### src/rtl/proc_pkg.sv
// Shared opcode/funct constants and enumerations for the multi-cycle RV32I OP/OP-IMM core.
package proc_pkg;

    localparam logic [6:0] OPC_OP     = 7'b0110011;
    localparam logic [6:0] OPC_OP_IMM = 7'b0010011;

    localparam logic [2:0] F3_ADD_SUB = 3'b000;
    localparam logic [2:0] F3_SLL     = 3'b001;
    localparam logic [2:0] F3_SLT     = 3'b010;
    localparam logic [2:0] F3_SLTU    = 3'b011;
    localparam logic [2:0] F3_XOR     = 3'b100;
    localparam logic [2:0] F3_SR      = 3'b101;
    localparam logic [2:0] F3_OR      = 3'b110;
    localparam logic [2:0] F3_AND     = 3'b111;

    localparam logic [6:0] F7_BASE    = 7'b0000000;
    localparam logic [6:0] F7_ALT     = 7'b0100000;

    typedef enum logic [3:0] {
        ALU_ADD, ALU_SUB, ALU_SLL, ALU_SLT, ALU_SLTU,
        ALU_XOR, ALU_SRL, ALU_SRA, ALU_OR,  ALU_AND
    } alu_op_t;

    typedef enum logic [2:0] {
        ST_FETCH, ST_WAIT, ST_EXEC, ST_WB, ST_HALT
    } state_t;

    // Maps funct3 plus the "alternate" bit (SUB/SRA) onto an ALU operation.
    function automatic alu_op_t alu_sel(input logic [2:0] f3, input logic alt);
        unique case (f3)
            F3_ADD_SUB: alu_sel = alt ? ALU_SUB : ALU_ADD;
            F3_SLL:     alu_sel = ALU_SLL;
            F3_SLT:     alu_sel = ALU_SLT;
            F3_SLTU:    alu_sel = ALU_SLTU;
            F3_XOR:     alu_sel = ALU_XOR;
            F3_SR:      alu_sel = alt ? ALU_SRA : ALU_SRL;
            F3_OR:      alu_sel = ALU_OR;
            default:    alu_sel = ALU_AND;
        endcase
    endfunction

endpackage

### src/rtl/core_alu.sv
// Combinational integer ALU; shifts use the low log2(XLEN) bits of i_b.
module core_alu
    import proc_pkg::*;
#(
    parameter int XLEN = 32
) (
    input  logic [XLEN-1:0] i_a,
    input  logic [XLEN-1:0] i_b,
    input  alu_op_t         i_op,
    output logic [XLEN-1:0] o_result
);

    localparam int SHW = $clog2(XLEN);

    logic [SHW-1:0] w_shamt;
    assign w_shamt = i_b[SHW-1:0];

    always_comb begin
        o_result = '0;
        unique case (i_op)
            ALU_ADD:  o_result = i_a + i_b;
            ALU_SUB:  o_result = i_a - i_b;
            ALU_SLL:  o_result = i_a << w_shamt;
            ALU_SLT:  o_result = {{(XLEN-1){1'b0}}, ($signed(i_a) < $signed(i_b))};
            ALU_SLTU: o_result = {{(XLEN-1){1'b0}}, (i_a < i_b)};
            ALU_XOR:  o_result = i_a ^ i_b;
            ALU_SRL:  o_result = i_a >> w_shamt;
            ALU_SRA:  o_result = $signed(i_a) >>> w_shamt;
            ALU_OR:   o_result = i_a | i_b;
            ALU_AND:  o_result = i_a & i_b;
            default:  o_result = '0;
        endcase
    end

endmodule

### src/rtl/multicycle_processor.sv
// Multi-cycle RV32I OP/OP-IMM core: FETCH -> WAIT -> EXEC -> WB, halting on illegal instructions.
// state    | meaning
// FETCH    | request instruction at pc, hold until accepted
// WAIT     | wait for instruction word, latch into instr
// EXEC     | decode, read operands, compute result (or halt)
// WB       | write rd, advance pc, count retirement
// HALT     | stopped on illegal instruction until reset
module multicycle_processor
    import proc_pkg::*;
#(
    parameter int              XLEN     = 32,
    parameter int              NREG     = 32,
    parameter logic [XLEN-1:0] RESET_PC = '0
) (
    input  logic            clk,
    input  logic            rst_n,
    output logic            imem_req_valid,
    input  logic            imem_req_ready,
    output logic [XLEN-1:0] imem_addr,
    input  logic            imem_rsp_valid,
    input  logic [31:0]     imem_rdata,
    output logic            halted,
    output logic [31:0]     retire_count,
    output logic [XLEN-1:0] dbg_pc
);

    localparam int RIW = $clog2(NREG);

    state_t          r_state;
    logic [XLEN-1:0] r_pc;
    logic [XLEN-1:0] r_result;
    logic [31:0]     r_instr;
    logic [31:0]     r_retire;
    logic            r_halted;
    logic [XLEN-1:0] r_regs [NREG];

    logic [6:0]      w_opc;
    logic [2:0]      w_f3;
    logic [6:0]      w_f7;
    logic [4:0]      w_rs1;
    logic [4:0]      w_rs2;
    logic [4:0]      w_rd;
    logic [RIW-1:0]  w_rs1_idx;
    logic [RIW-1:0]  w_rs2_idx;
    logic [RIW-1:0]  w_rd_idx;
    logic [XLEN-1:0] w_rs1_val;
    logic [XLEN-1:0] w_rs2_val;
    logic [XLEN-1:0] w_imm;
    logic            w_shift_ok;
    logic            w_legal;
    logic            w_use_imm;
    alu_op_t         w_alu_op;
    logic [XLEN-1:0] w_alu_result;

    function automatic logic reg_ok(input logic [4:0] idx);
        reg_ok = (32'(idx) < NREG);
    endfunction

    assign w_opc     = r_instr[6:0];
    assign w_rd      = r_instr[11:7];
    assign w_f3      = r_instr[14:12];
    assign w_rs1     = r_instr[19:15];
    assign w_rs2     = r_instr[24:20];
    assign w_f7      = r_instr[31:25];
    assign w_rs1_idx = w_rs1[RIW-1:0];
    assign w_rs2_idx = w_rs2[RIW-1:0];
    assign w_rd_idx  = w_rd[RIW-1:0];
    assign w_imm     = {{(XLEN-12){r_instr[31]}}, r_instr[31:20]};
    assign w_rs1_val = (w_rs1_idx == '0) ? '0 : r_regs[w_rs1_idx];
    assign w_rs2_val = (w_rs2_idx == '0) ? '0 : r_regs[w_rs2_idx];

    // Immediate shifts: upper shamt field must be zero except the SRAI marker; bit 25 is
    // shamt[5] and only meaningful on a 64-bit datapath.
    assign w_shift_ok = ((r_instr[31:26] == 6'b000000) ||
                         (w_f3 == F3_SR && r_instr[31:26] == 6'b010000)) &&
                        (XLEN == 64 || !r_instr[25]);

    always_comb begin
        w_legal   = 1'b0;
        w_use_imm = 1'b0;
        w_alu_op  = ALU_ADD;
        if (w_opc == OPC_OP) begin
            w_alu_op = alu_sel(w_f3, w_f7[5]);
            w_legal  = ((w_f7 == F7_BASE) ||
                        (w_f7 == F7_ALT && (w_f3 == F3_ADD_SUB || w_f3 == F3_SR))) &&
                       reg_ok(w_rs1) && reg_ok(w_rs2) && reg_ok(w_rd);
        end else if (w_opc == OPC_OP_IMM) begin
            w_use_imm = 1'b1;
            w_alu_op  = alu_sel(w_f3, (w_f3 == F3_SR) && r_instr[30]);
            w_legal   = ((w_f3 != F3_SLL && w_f3 != F3_SR) || w_shift_ok) &&
                        reg_ok(w_rs1) && reg_ok(w_rd);
        end
    end

    core_alu #(.XLEN(XLEN)) u_alu (
        .i_a      (w_rs1_val),
        .i_b      (w_use_imm ? w_imm : w_rs2_val),
        .i_op     (w_alu_op),
        .o_result (w_alu_result)
    );

    always_ff @(posedge clk or negedge rst_n) begin
        if (!rst_n) begin
            r_state  <= ST_FETCH;
            r_pc     <= RESET_PC;
            r_instr  <= '0;
            r_result <= '0;
            r_retire <= '0;
            r_halted <= 1'b0;
            for (int i = 0; i < NREG; i++) r_regs[i] <= '0;
        end else begin
            unique case (r_state)
                ST_FETCH: if (imem_req_ready) r_state <= ST_WAIT;
                ST_WAIT: begin
                    if (imem_rsp_valid) begin
                        r_instr <= imem_rdata;
                        r_state <= ST_EXEC;
                    end
                end
                ST_EXEC: begin
                    if (w_legal) begin
                        r_result <= w_alu_result;
                        r_state  <= ST_WB;
                    end else begin
                        r_halted <= 1'b1;
                        r_state  <= ST_HALT;
                    end
                end
                ST_WB: begin
                    if (w_rd_idx != '0) r_regs[w_rd_idx] <= r_result;
                    r_pc     <= r_pc + XLEN'(4);
                    r_retire <= r_retire + 32'd1;
                    r_state  <= ST_FETCH;
                end
                ST_HALT: r_state <= ST_HALT;
                default: r_state <= ST_HALT;
            endcase
        end
    end

    // Gated by rst_n so the request drops immediately while reset is held, yet rises in
    // the very first cycle after release.
    assign imem_req_valid = rst_n && (r_state == ST_FETCH);
    assign imem_addr      = r_pc;
    assign dbg_pc         = r_pc;
    assign halted         = r_halted;
    assign retire_count   = r_retire;

endmodule

### config.mk
export PLATFORM = sky130hd
export DESIGN_NAME = multicycle_processor
export DESIGN_NICKNAME = d
export VERILOG_FILES = /design/src/rtl/proc_pkg.sv /design/src/rtl/core_alu.sv /design/src/rtl/multicycle_processor.sv
export SDC_FILE = /design/constraint.sdc
export NUM_CORES = 1
export LEC_CHECK = 0
export CAP_MARGIN = 20
export CORE_ASPECT_RATIO = 2
export CORE_MARGIN = 2
export CORE_UTILIZATION = 46
export CTS_CLUSTER_DIAMETER = 80
export DETAILED_ROUTE_END_ITERATION = 10
export PLACE_DENSITY = 0.82
export SKIP_LAST_GASP = 1
export SLEW_MARGIN = 20
export SYNTH_ARGS = -nofsm -noshare
export SYNTH_HDL_FRONTEND = slang
export SYNTH_SLANG_ARGS = --single-unit
### constraint.sdc
create_clock -name clk -period 2.06 [get_ports clk]
set_input_delay 0.412 -clock clk [delete_from_list [all_inputs] [get_ports clk]]
set_output_delay 0.412 -clock clk [all_outputs]
set_load 0.05 [all_outputs]
==> results.sh <==
export IMPL_wl_per_cell_um=15.0
export IMPL_netlist_top_cells_count="dfrtp_1, xnor2_1, nand2_1"
export IMPL_synth_seq_area_share_pct=53.2
export IMPL_synth_top_area_share_pct=53.2
export IMPL_ys_top_cells_by_area="dfrtp_1, xnor2_1, buf_4"
export IMPL_n_antenna_cell=0
export IMPL_synth_top_family_by_area="simple AND/OR/NAND/NOR gates"
export IMPL_fmax_mhz=495
export IMPL_die_h_um=134
export IMPL_worst_slew_pin_slew_ns=0.524
export IMPL_rsz0062_at_grt="no"
export IMPL_r2r_cells=5
export IMPL_comb_power_share_pct=18.4
export IMPL_synthAdderAreaFrac_pct=0.641
export IMPL_synth_compound_area_share_pct=1.57
export IMPL_grt_pass1_vias=2761
export IMPL_cp_depth=1
export IMPL_routed_wl_um=8070
export IMPL_clk_pin_slew_ns=0.06
export IMPL_grt_pass1_wl_um=13400
export IMPL_synth_most_common_cell="dfrtp_1"
export IMPL_drc=0
export IMPL_endpoint="retire_count[8]"
export IMPL_drive_gt1_share_pct=14.1
export IMPL_worstSkewPairLatency_ns=0.33
export IMPL_swShare_pct=27.9
export IMPL_cts_htree_levels=3
export IMPL_min_period_over_period_pct=98.1
export IMPL_async_flop_share_pct=100
export IMPL_numClockSinks=83
export IMPL_fin_nets=473
export IMPL_cp_max_fo=3
export IMPL_placement_cell_area_um2=4930
export IMPL_syn_area_per_cell_um2=11.5
export IMPL_syn_inst=340
export IMPL_synth_edf_count=0
export IMPL_critPathArrivalTime_ns=1.61
export IMPL_finalMaxSlewViolations=0
export IMPL_ys_flop_type="dfrtp_1"
export IMPL_firstDrtPassIters=4
export IMPL_fin_tns_setup_ns=0
export IMPL_io_pins=134
export IMPL_hold_violations=0
export IMPL_clock_path_buffers=2
export IMPL_fin_area_um2=5240
export IMPL_die_area_um2=9290
export IMPL_synth_xor_area_share_pct=13.5
export IMPL_synth_area_mux_share_pct=4.90
export IMPL_maxSlewHeadroom_pct=64.9
export IMPL_p_switching_mw=1.20
export IMPL_crit_buf_inv=1
export IMPL_p_leak_nw=2.72
export IMPL_tritoncts="built"
export IMPL_io_buffers=114
export IMPL_p_int_mw=3.10
export IMPL_slowest_stage="clkdlybuf4s50_1"
export IMPL_ys_warn_count=0
export IMPL_drt_iter0_markers=125
export IMPL_dr_total_vias=2778
export IMPL_setup_violations=0
export IMPL_track_usage_pct=18.0
export IMPL_worstReg2RegStart="r_state[0]"
export IMPL_status="finished clean"
export IMPL_globalRouteOverflowTotal=0
export IMPL_crit_start="retire_count[8]"
export IMPL_gp_congestion=0.770
export IMPL_cp_cell_sequence="clkdlybuf4s50_1"
export IMPL_crit_family="buffers and inverters"
export IMPL_antenna_found_initial=0
export IMPL_dp_slack_ns=0.158
export IMPL_start_kind="register"
export IMPL_seq_power_share_pct=47.2
export IMPL_worstPathRequired_ns=1.65
export IMPL_ant_nets=0
export IMPL_hpwl_um=5960
export IMPL_ys_ff_latch=83
export IMPL_vias_per_cell=5.16
export IMPL_powerDensity_nw_per_um2=820
export IMPL_clockRootBuffer="clkbuf_16"
export IMPL_grt_start_max_net_pins=84
export IMPL_synth_area_um2=3900
export IMPL_dieWidth_um=69.2
export IMPL_criticalPathCategory="reg -> out"
export IMPL_p_total_mw=4.30
export IMPL_regToRegEndpoint="retire_count[30]"
export IMPL_area_growth_pct=34.3
export IMPL_cts_buffers_inserted=9
export IMPL_start_util_pct=47.4
export IMPL_fin_util_pct=63.7
export IMPL_yosys_area_top_type="dfrtp_1"
export IMPL_worst_slack_ns=0.0397
export IMPL_ys_types=38
export IMPL_nFillCells=659
export IMPL_clock_power_share_pct=34.4
export IMPL_placementRows=47
export IMPL_hold_class="in -> async"
export IMPL_finClkSkew_ns=0.00700
export IMPL_cap_violations=0
export IMPL_post_route_min_period_ns=2.02
export IMPL_synth_simple_gate_area_share_pct=18.1
export IMPL_cpPeakStageDelay_ns=0.85
export IMPL_regToRegSetupSlack_ns=0.13
export IMPL_vdd_drop_max_v=0.000875
export IMPL_fp_coreArea_um2=8230
export IMPL_end_kind="primary output"
cells by family after synthesis:
logic type,after synthesis
AND/OR/NAND/NOR,123
flip-flops,83
XOR/XNOR,60
buffers and inverters,45
multiplexers,17
AO/OA/AOI/OAI,9
adder cells (fa/ha/maj),2
other,1
cell usage in the layout (no fill, tap or decap), drive strengths merged, types with 3 or more instances in the layout:
cell type and n:
dfrtp 83, clkdlybuf4s50 77, xnor2 45, nand2 38, nand4 20, dlymetal6s2s 19, nor2 18, buf 18
mux2 17, xor2 15, nand3 14, and3 14, clkbuf 14, inv 6, dlygate4sd2 6, nor3 5
conb 4, nor2b 3, nor4 3
registers in the layout, summed over array words and instances (netlist names):
signal / cells
halted: 1
retire_count: 32
dbg_pc: 30
r_instr: 17
r_state: 3
power by group through the flow:
stage,logic [mW],registers (mW),clock network [mW]
after CTS,0.805,2.03,1.51
after detailed placement,0.802,2.06,0
after global routing,0.851,2.06,1.58
after global placement,0.786,2.04,0
final,0.792,2.03,1.48
after floorplan,0.446,2.14,0
through the flow:
step	std cells	hold slack [ns]
6_report	538	0.141
5_1_grt	538	0.172
4_1_cts	538	0.155
3_5_place_dp	522	0.466
3_3_place_gp	522	0.460
2_1_floorplan	343	0.116
layout make-up:
class	count	area, µm²	share of cell area (%)
tap	98	123	2.34
sequential	83	2080	39.6
multi-input combinational	215	1530	29.1
timing repair buffer	120	1220	23.3
inverter	6	22.5	0.429
clock buffer	14	264	5.03
clock inverter	2	10.0	0.191
routing by layer:
layer  vias up  GRT usage (%)  share of wire, %  wire, µm
li1       1308              -                 -         -
met1      1371           18.7                36      2900
met2        89           33.8                58      4710
met3        10           3.91               4.4       354
met4         0           8.50               1.4       112
met5         -              0                 0         0
how the worst min path moves through the flow:
stage                           startpoint          endpoint  slack, ns  depth (start not counted)
final                                rst_n   retire_count[9]       0.14                          2
after global routing                 rst_n   retire_count[9]       0.17                          2
after CTS                            rst_n   retire_count[9]       0.16                          2
after detailed placement  retire_count[31]  retire_count[31]       0.47                          1
after global placement    retire_count[31]  retire_count[31]       0.46                          1
after floorplan                      rst_n        dbg_pc[10]       0.12                          0
what timing repair did:
item                       in CTS  in global routing
setup buffers                   0                  0
hold endpoints to repair        0                  0
setup endpoints to repair       6                 19
cloned                          0                  0
hold buffers                    0                  0
resized for setup               6                 19
Power figures use the tool's default switching activity.
